File: src/rtl/home_pkg.sv
// Shared types and defaults for the appliance sequencer.
package home_pkg;

   localparam logic [1:0] FAN_OFF = 2'd0;
   localparam logic [1:0] FAN_LO  = 2'd1;
   localparam logic [1:0] FAN_MED = 2'd2;
   localparam logic [1:0] FAN_HI  = 2'd3;

   localparam logic [3:0] TEMP_IDLE_DEF  = 4'd13;
   localparam logic [3:0] AC_DELTA_DEF   = 4'd2;
   localparam logic [3:0] LIGHT_IDLE_DEF = 4'd5;
   localparam logic [3:0] LIGHT_HYST_DEF = 4'd1;
   localparam int         STAGGER_CYC_DEF = 4;
   localparam int         DWELL_CYC_DEF   = 16;

   typedef enum logic {
      ARB_IDLE,
      ARB_STAGGER
   } arb_state_t;

   typedef enum logic [1:0] {
      AC_OFF,
      AC_ON_DWELL,
      AC_ON,
      AC_OFF_DWELL
   } ac_state_t;

   // Fan speed from the temperature excess over idle; 5-bit so nothing wraps.
   function automatic logic [1:0] fan_level(input logic [4:0] t, input logic [4:0] idle);
      logic [4:0] d;
      logic [1:0] lvl;
      d   = t - idle;
      lvl = FAN_HI;
      if (t <= idle)
         lvl = FAN_OFF;
      else if (d <= 5'd2)
         lvl = FAN_LO;
      else if (d <= 5'd4)
         lvl = FAN_MED;
      return lvl;
   endfunction

endpackage

File: src/rtl/load_dwell_timer.sv
// Loadable down-counter that parks at zero and flags it.
module load_dwell_timer #(
   parameter int W = 4
) (
   input  logic         clk,
   input  logic         rst,
   input  logic         load,
   input  logic [W-1:0] load_val,
   output logic         zero
);

   logic [W-1:0] count;

   // Load takes priority; otherwise count down and hold at zero.
   always_ff @(posedge clk or posedge rst) begin
      if (rst)
         count <= '0;
      else if (load)
         count <= load_val;
      else if (count != '0)
         count <= count - W'(1);
   end

   assign zero = (count == '0);

endmodule

File: src/rtl/appliance_sequencer.sv
// Appliance sequencer: hysteretic requests from sensor samples, staggered
// start-ups, AC compressor dwell, and lock-out while the house is locked.
//
// Arbiter FSM
//   state        | meaning
//   ARB_IDLE     | no window open, a pending start may be granted
//   ARB_STAGGER  | window open after a start; grants only on the expiry edge
//
// AC FSM
//   state        | meaning
//   AC_OFF       | compressor off, free to start
//   AC_ON_DWELL  | compressor just started, must stay on until dwell expires
//   AC_ON        | compressor on, free to stop
//   AC_OFF_DWELL | compressor just stopped, must stay off until dwell expires
module appliance_sequencer
   import home_pkg::*;
#(
   parameter logic [3:0] TEMP_IDLE   = TEMP_IDLE_DEF,
   parameter logic [3:0] AC_DELTA    = AC_DELTA_DEF,
   parameter logic [3:0] LIGHT_IDLE  = LIGHT_IDLE_DEF,
   parameter logic [3:0] LIGHT_HYST  = LIGHT_HYST_DEF,
   parameter int         STAGGER_CYC = STAGGER_CYC_DEF,
   parameter int         DWELL_CYC   = DWELL_CYC_DEF
) (
   input  logic       clk,
   input  logic       rst,
   input  logic       sample_valid,
   input  logic [3:0] temp,
   input  logic [3:0] light_lvl,
   input  logic       unlocked,
   output logic [1:0] fan_speed,
   output logic       light_on,
   output logic       ac_on,
   output logic       stagger_busy
);

   localparam int SW = (STAGGER_CYC > 1) ? $clog2(STAGGER_CYC) : 1;
   localparam int DW = (DWELL_CYC > 1) ? $clog2(DWELL_CYC) : 1;

   localparam logic [4:0] TEMP_IDLE5 = {1'b0, TEMP_IDLE};
   localparam logic [4:0] AC_ON_TH   = {1'b0, TEMP_IDLE} + {1'b0, AC_DELTA};
   localparam logic [4:0] LIGHT_ON5  = {1'b0, LIGHT_IDLE};
   localparam logic [4:0] LIGHT_OFF5 = {1'b0, LIGHT_IDLE} + {1'b0, LIGHT_HYST};

   logic [1:0] fan_req;
   logic       ac_req;
   logic       light_req;

   logic [1:0] eff_fan;
   logic       eff_ac;
   logic       eff_light;

   arb_state_t arb_state;
   ac_state_t  ac_state;

   logic stagger_zero;
   logic dwell_zero;
   logic arb_open;
   logic ac_start_req;
   logic fan_start_req;
   logic light_start_req;
   logic grant_ac;
   logic grant_fan;
   logic grant_light;
   logic any_grant;
   logic ac_stop;
   logic dwell_load;

   logic [4:0] temp5;
   logic [4:0] light5;

   assign temp5  = {1'b0, temp};
   assign light5 = {1'b0, light_lvl};

   // Request registers follow the sensors only on valid samples.
   always_ff @(posedge clk or posedge rst) begin
      if (rst) begin
         fan_req   <= FAN_OFF;
         ac_req    <= 1'b0;
         light_req <= 1'b0;
      end else if (sample_valid) begin
         fan_req <= fan_level(temp5, TEMP_IDLE5);
         if (temp5 >= AC_ON_TH)
            ac_req <= 1'b1;
         else if (temp5 <= TEMP_IDLE5)
            ac_req <= 1'b0;
         if (light5 < LIGHT_ON5)
            light_req <= 1'b1;
         else if (light5 >= LIGHT_OFF5)
            light_req <= 1'b0;
      end
   end

   // Lock masks requests without disturbing the stored request state.
   always_comb begin
      eff_fan   = unlocked ? fan_req : FAN_OFF;
      eff_ac    = unlocked & ac_req;
      eff_light = unlocked & light_req;
   end

   // Start/stop decode and fixed-priority grant (AC > fan > light).
   // The dwell and stagger expiry edges behave as the state being entered,
   // so AC transitions land exactly DWELL_CYC edges apart and consecutive
   // grants exactly STAGGER_CYC edges apart.
   always_comb begin
      arb_open        = (arb_state == ARB_IDLE) || stagger_zero;
      ac_start_req    = eff_ac &&
                        ((ac_state == AC_OFF) || ((ac_state == AC_OFF_DWELL) && dwell_zero));
      fan_start_req   = (fan_speed == FAN_OFF) && (eff_fan != FAN_OFF);
      light_start_req = !light_on && eff_light;
      grant_ac        = arb_open && ac_start_req;
      grant_fan       = arb_open && !ac_start_req && fan_start_req;
      grant_light     = arb_open && !ac_start_req && !fan_start_req && light_start_req;
      any_grant       = grant_ac || grant_fan || grant_light;
      ac_stop         = !eff_ac &&
                        ((ac_state == AC_ON) || ((ac_state == AC_ON_DWELL) && dwell_zero));
      dwell_load      = grant_ac || ac_stop;
   end

   load_dwell_timer #(.W(SW)) u_stagger_timer (
      .clk      (clk),
      .rst      (rst),
      .load     (any_grant),
      .load_val (SW'(STAGGER_CYC - 1)),
      .zero     (stagger_zero)
   );

   load_dwell_timer #(.W(DW)) u_dwell_timer (
      .clk      (clk),
      .rst      (rst),
      .load     (dwell_load),
      .load_val (DW'(DWELL_CYC - 1)),
      .zero     (dwell_zero)
   );

   // Arbiter FSM with the fan and light drives; stops and speed changes bypass the window.
   always_ff @(posedge clk or posedge rst) begin
      if (rst) begin
         arb_state    <= ARB_IDLE;
         stagger_busy <= 1'b0;
         fan_speed    <= FAN_OFF;
         light_on     <= 1'b0;
      end else begin
         case (arb_state)
            ARB_IDLE: begin
               if (any_grant) begin
                  arb_state    <= ARB_STAGGER;
                  stagger_busy <= 1'b1;
               end
            end
            ARB_STAGGER: begin
               if (stagger_zero && !any_grant) begin
                  arb_state    <= ARB_IDLE;
                  stagger_busy <= 1'b0;
               end
            end
            default: begin
               arb_state    <= ARB_IDLE;
               stagger_busy <= 1'b0;
            end
         endcase

         if (fan_speed != FAN_OFF)
            fan_speed <= eff_fan;
         else if (grant_fan)
            fan_speed <= eff_fan;

         if (light_on && !eff_light)
            light_on <= 1'b0;
         else if (grant_light)
            light_on <= 1'b1;
      end
   end

   // AC compressor FSM enforcing the minimum on/off dwell.
   always_ff @(posedge clk or posedge rst) begin
      if (rst) begin
         ac_state <= AC_OFF;
         ac_on    <= 1'b0;
      end else begin
         case (ac_state)
            AC_OFF: begin
               if (grant_ac) begin
                  ac_state <= AC_ON_DWELL;
                  ac_on    <= 1'b1;
               end
            end
            AC_ON_DWELL: begin
               if (ac_stop) begin
                  ac_state <= AC_OFF_DWELL;
                  ac_on    <= 1'b0;
               end else if (dwell_zero) begin
                  ac_state <= AC_ON;
               end
            end
            AC_ON: begin
               if (ac_stop) begin
                  ac_state <= AC_OFF_DWELL;
                  ac_on    <= 1'b0;
               end
            end
            AC_OFF_DWELL: begin
               if (grant_ac) begin
                  ac_state <= AC_ON_DWELL;
                  ac_on    <= 1'b1;
               end else if (dwell_zero) begin
                  ac_state <= AC_OFF;
               end
            end
            default: begin
               ac_state <= AC_OFF;
               ac_on    <= 1'b0;
            end
         endcase
      end
   end

endmodule

File: config.mk
export PLATFORM = sky130hd
export DESIGN_NAME = appliance_sequencer
export DESIGN_NICKNAME = d
export VERILOG_FILES = /design/src/rtl/home_pkg.sv /design/src/rtl/load_dwell_timer.sv /design/src/rtl/appliance_sequencer.sv
export SDC_FILE = /design/constraint.sdc
export NUM_CORES = 1
export LEC_CHECK = 0
export ABC_CLOCK_PERIOD_IN_PS = 3500
export CAP_MARGIN = 30
export CORE_AREA = 4 4 65 67
export CTS_BUF_LIST = sky130_fd_sc_hd__clkbuf_4 sky130_fd_sc_hd__clkbuf_8
export DETAILED_ROUTE_END_ITERATION = 6
export DIE_AREA = 0 0 69 71
export SKIP_LAST_GASP = 1
export SLEW_MARGIN = 20
export SYNTH_ARGS = -nofsm -noshare
export SYNTH_HDL_FRONTEND = slang
export SYNTH_SLANG_ARGS = --single-unit
File: constraint.sdc
create_clock -name clk -period 3.5 [get_ports clk]
set_input_delay 1.05 -clock clk [delete_from_list [all_inputs] [get_ports clk]]
set_output_delay 1.05 -clock clk [all_outputs]
set_load 0.01 [all_outputs]
Yosys cells after proc, flatten, opt, wreduce, memory -nomap -nowiden. Index checks and enable logic that the tools add are counted. W data, S select, Z words.

Register bits after elaboration: 18. Bits of input ports: 12. Word-level logic and storage cells: 112.

Add/sub/neg operators: 3. Order comparisons: 6. Eq/ne operators: 11. Muxes and demuxes: 32. Bitwise gates (word level): 3. Reductions and logical operators: 46.

Operators by type and width (number): $mux W2 (13); $reduce_bool A2 Y1 (9); $logic_and A1 B1 Y1 (13); $mux W1 (13); $mux W4 (2); $pmux W2 S4 (1); $reduce_and A2 Y1 (4); $logic_not A1 Y1 (6); $logic_not A2 Y1 (3); $logic_or A1 B1 Y1 (6); $ne A2 B1 Y1 const B (3); $ne A2 B2 Y1 const B (3); $ne A3 B3 Y1 const B (2); $pmux W1 S2 (3); $le A5 B2 Y1 const B (1); $le A5 B3 Y1 const B (1); $sub A4 B4 Y5 const B (1); $eq A2 B2 Y1 const B (2); $ge A4 B3 Y1 const B (1); $ge A4 B4 Y1 const B (1); $le A4 B4 Y1 const B (1); $logic_not A4 Y1 (1); $lt A4 B3 Y1 const B (1); $reduce_and A4 Y1 (1); 7 further kinds (9).

Depth between registers and ports, before layout.
Depth in word-level cells: 13. Depth in mapped cells: 6. Depth with buffers taken out: 6.

Hierarchy. Synthesis repeated with hierarchy kept, for this count alone.

Cell total of the unflattened synthesis: 118. Area total of the unflattened synthesis: 1137.3 µm².

Modules (own cells, without submodules): appliance_sequencer (times used 1, cells each 82, area each 773.2 µm², sequential area each 300.3 µm²); load_dwell_timer at u_dwell_timer (times used 1, cells each 23, area each 236.5 µm², sequential area each 100.1 µm²); load_dwell_timer at u_stagger_timer (times used 1, cells each 13, area each 127.6 µm², sequential area each 50.0 µm²).

Worst setup path after synthesis. Ideal clock, no wire load.

Kind: input -> register. From: input temp[1]. To: register fan_req[0]. Library setup time: 0.065 ns. Arrival time: 1.919 ns. Data required time: 3.435 ns. Slack: 1.516 ns. Stages on the path: 5. Cell sequence: inv_1 ha_1 o21ai_0 a2111oi_0 a21o_1.

Longest elaborated chain between the ends: 5. Elaborated cells on any way between the ends: 7. Those cells by class: 1 x add/sub; 3 x order compare; 3 x mux.

RTL lines: start: declaration (line appliance_sequencer.sv:28) `input logic [3:0] temp,`; $sub A4 B4 Y5 (line home_pkg.sv:32) `d = t - idle;`; $le A5 B3 Y1 (line home_pkg.sv:38) `else if (d <= 5'd4)`; $mux W1 (line home_pkg.sv:38); $mux W2 (line home_pkg.sv:36) `else if (d <= 5'd2)`; $mux W2 * (line home_pkg.sv:34) `if (t <= idle)`; end signal: assignment (line appliance_sequencer.sv:82) `fan_req <= fan_level(temp5, TEMP_IDLE5);`; end: declaration (line appliance_sequencer.sv:45) `logic [1:0] fan_req;`.

Every way passes the cells marked *; elsewhere a longest branch is shown, timed or not. A chain may end at the register's enable or synchronous reset.

Worst setup path after layout.
From: input temp[0]. To: register fan_req[0].

Same word-level chain as after synthesis.

==> summary.md <==
| Metric | Value |
|---|---|
| Hold Crit Class | reg -> reg |
| P&R area growth vs syn | 25.8% |
| #FFs+latches synth | 18 |
| Vias in the first global route | 887 |
| Final core utilization | 36.9% |
| Core area | 3630 µm² |
| Actual slew at the worst max-slew pin | 0.643 ns |
| R2r endpoint | ac_state[0] |
| Placed Area | 1290 µm² |
| Root buf cell | clkbuf_8 |
| Final min period | 2.42 ns |
| CTS Sinks | 18 |
| Type of origin of the critical path | input pin |
| Worst Path Class, Setup | in -> reg |
| Nets | 153 |
| Post-Route WL | 1980 µm |
| Run status | completed |
| Post-synthesis sequential area ratio | 42.2% |
| Hold path cells | 2 |
| Slowest cell on crit path | clkdlybuf4s50_1 |
| Mapped Nets | 132 |
| First-pass GRT wire length | 3550 µm |
| Fin area | 1340 µm² |
| Slowest Stage Delay on Critical Path | 0.55 ns |
| Slew Limit Headroom | 57.1% |
| Worst flop-to-flop path startpoint | u_dwell_timer.count[0] |
| Reg2reg path depth | 6 |
| Filler cell count | 385 |
| Final ANT Viol Nets | 0 |
| Cts hold-fix bufs | 0 |
| Vias | 838 |
| Antenna violations before repair | 0 |
| Pwr dens | 661 nW/µm² |
| Clk buf depth | 2 |
| WL per Instance | 11.2 µm |
| Netlist cell types | 33 |
| Post-synthesis instance total | 109 |
| CP cell instances | clkdlybuf4s50_1 -> inv_1 -> ha_1 -> o21ai_0 -> a2111oi_0 -> a21o_1 |
| Synthesized area | 1070 µm² |
| CTS clock-pin slew for the worst setup and hold paths | 0.07 ns |
| Setup TNS | 0 ns |
| HP Start | u_dwell_timer.count[1] |
| Ant diodes | 0 |
| Pre-antenna DRT Iters | 4 |
| RSZ-0062 raised after global routing | no |
| Chip width | 69 µm |
| VDD IR max | 0.167 mV |
| # IOs | 17 |
| Latest clock arrival within the worst-skew pair | 0.25 ns |
| Synthesized area per cell | 9.79 µm² |
| Worst hold margin | 0.499 ns |
| CTS buffer count | 3 |
| LEAKAGE | 0.613 nW |
| R2R Setup Slk | 1.60 ns |
| Post-CTS Setup Repair Bufs | 0 |
| DR iter-0 viols | 49 |
| DIE HEIGHT | 71 µm |
| Cts repair resizes | 0 |
| Max Clk Rate | 413 MHz |
| GP Congestion | 0.685 |
| Initial Util | 29.4% |
| CTS tree | built |
| Power consumption | 888 µW |
| Die area | 4900 µm² |
| Buffers added on ports | 16 |
| Clk_skew | 0.00103 ns |
| Gr ovfl total | 0 |
| Yosys Warn Count | 0 |
| Hold path endpoint | u_dwell_timer.count[1] |
| Slew Limit Fails | 0 |
| Crit end category | register |
| Pin count of the biggest net entering global routing | 19 |
| Max H-tree Level | 1 |
| Critical path data arrival time | 2.61 ns |
| Critical Path RT | 3.69 ns |
| Final setup fails | 0 |
| Period Utilization, post-route | 69.2% |
| Hold Vio Cnt, Final | 0 |
| Cell row count | 22 |
| Max-cap violations | 0 |
| Post-DP HPWL | 1580 µm |
| Post-DR vias/cell | 4.73 |
| GRT Total Usage | 8.44% |
| # DRC | 0 |
| Ratio of cells with drive above 1 in the final layout | 7.75% |
| CP max FO | 5 |
-- worst max-delay path, delay by kind of cell --
kind                     cells  cell delay (ns)
AO/OA/AOI/OAI                3             0.68
adder cells (fa/ha/maj)      1             0.27
buffers and inverters        2             0.61
-- area by class of cell --
type,instances,area (µm²),share of cell area [%]
well taps,48,60.1,4.47
repair buffers,16,160,11.9
flip-flops and latches,18,450,33.6
clock buffers,4,55.1,4.10
inverters,16,60.1,4.47
multi-input cells,75,557,41.5
-- through the flow --
step	std cells	setup slack (ns)
detailed placement	173	0.842
finish	177	1.08
global route	177	0.979
CTS	177	1.10
global placement	173	0.868
floorplan	109	1.52
-- placed cells by master (no fill, tap or decap), types with 2 or more instances in the layout --
cell type,synthesis,final
nor2b_1,2,2
ha_1,11,11
o2111ai_1,3,3
a22oi_1,2,2
nand4_1,2,2
nand3_1,5,5
clkbuf_8,0,4
nor2_1,7,7
a21oi_1,2,2
and3_1,2,2
o21ai_1,2,2
dfrtp_1,18,18
or3_1,2,2
mux2_2,2,2
o21ai_0,6,6
nand2b_1,2,2
nand2_1,7,7
clkdlybuf4s50_1,0,16
o211ai_1,3,3
inv_1,16,16
-- layer usage --
metal / part of all wire, % / wire [µm] / track usage (%) / vias up
li1: - / - / - / 428
met1: 47 / 928 / 9.77 / 398
met2: 50 / 989 / 15.5 / 10
met3: 2.7 / 53 / 1.85 / 2
met4: 0.40 / 8 / 2.60 / 0
met5: 0 / 0 / 0 / -
-- cells by family (layout without fill, tap and decap cells) --
group,after synthesis,count (layout),share of synthesized area [%]
simple gates,34,34,18.1
compound gates,27,27,18.3
flops,18,18,42.2
buf+inv,16,36,5.63
mux,2,2,2.11
xor+xnor,1,1,0.821
fa+ha+maj,11,11,12.9
-- sequential cells by signal, summed over array words and instances, names as in the netlist --
| signal | count |
|---|---|
| u_dwell_timer.count | 4 |
| arb_state | 1 |
| light_req | 1 |
| fan_speed | 2 |
| fan_req | 2 |
| ac_state | 2 |
| u_stagger_timer.count | 2 |
| ac_req | 1 |
| ac_on | 1 |
| light_on | 1 |
| stagger_busy | 1 |
-- synthesized netlist by cell type --
master | count | share of area (%)
a2111oi_0 | 1 | 0.82
a21o_1 | 1 | 0.70
a21oi_1 | 2 | 0.94
a22oi_1 | 2 | 1.4
a2bb2oi_1 | 1 | 0.82
a311oi_1 | 1 | 0.82
a32oi_1 | 1 | 0.82
and3_1 | 2 | 1.2
dfrtp_1 | 18 | 42
ha_1 | 11 | 13
inv_1 | 16 | 5.6
mux2_2 | 2 | 2.1
nand2_1 | 7 | 2.5
nand2b_1 | 2 | 1.2
nand3_1 | 5 | 2.3
nand4_1 | 2 | 1.2
nor2_1 | 7 | 2.5
nor2b_1 | 2 | 1.2
nor3_1 | 1 | 0.47
nor3b_2 | 1 | 1.2
nor4bb_1 | 1 | 0.94
nor4bb_2 | 1 | 1.5
o2111ai_1 | 3 | 2.5
o211ai_1 | 3 | 2.1
o21ai_0 | 6 | 2.8
o21ai_1 | 2 | 0.94
o21ba_2 | 1 | 0.94
o21bai_1 | 1 | 0.70
o22ai_2 | 1 | 1.2
o41ai_1 | 1 | 0.82
or3_1 | 2 | 1.2
or3b_1 | 1 | 0.82
xnor2_1 | 1 | 0.82
-- how the worst max path moves through the flow --
stage | start | to | slack (ns) | cells past startpoint
finish | temp[0] | fan_req[0] | 1.08 | 6
floorplan | temp[1] | fan_req[0] | 1.52 | 5
CTS | temp[0] | fan_req[0] | 1.10 | 6
detailed placement | temp[0] | fan_req[0] | 0.84 | 6
global route | temp[0] | fan_req[0] | 0.98 | 6
global placement | temp[0] | fan_req[0] | 0.87 | 6
-- where the power goes --
group          switching, mW  leakage (nW)  internal, mW
Clock                 0.0685        0.0288        0.0998
Sequential            0.0507         0.215         0.280
Combinational          0.190         0.369         0.199
Note: power is estimated with default switching activity, not from simulation.
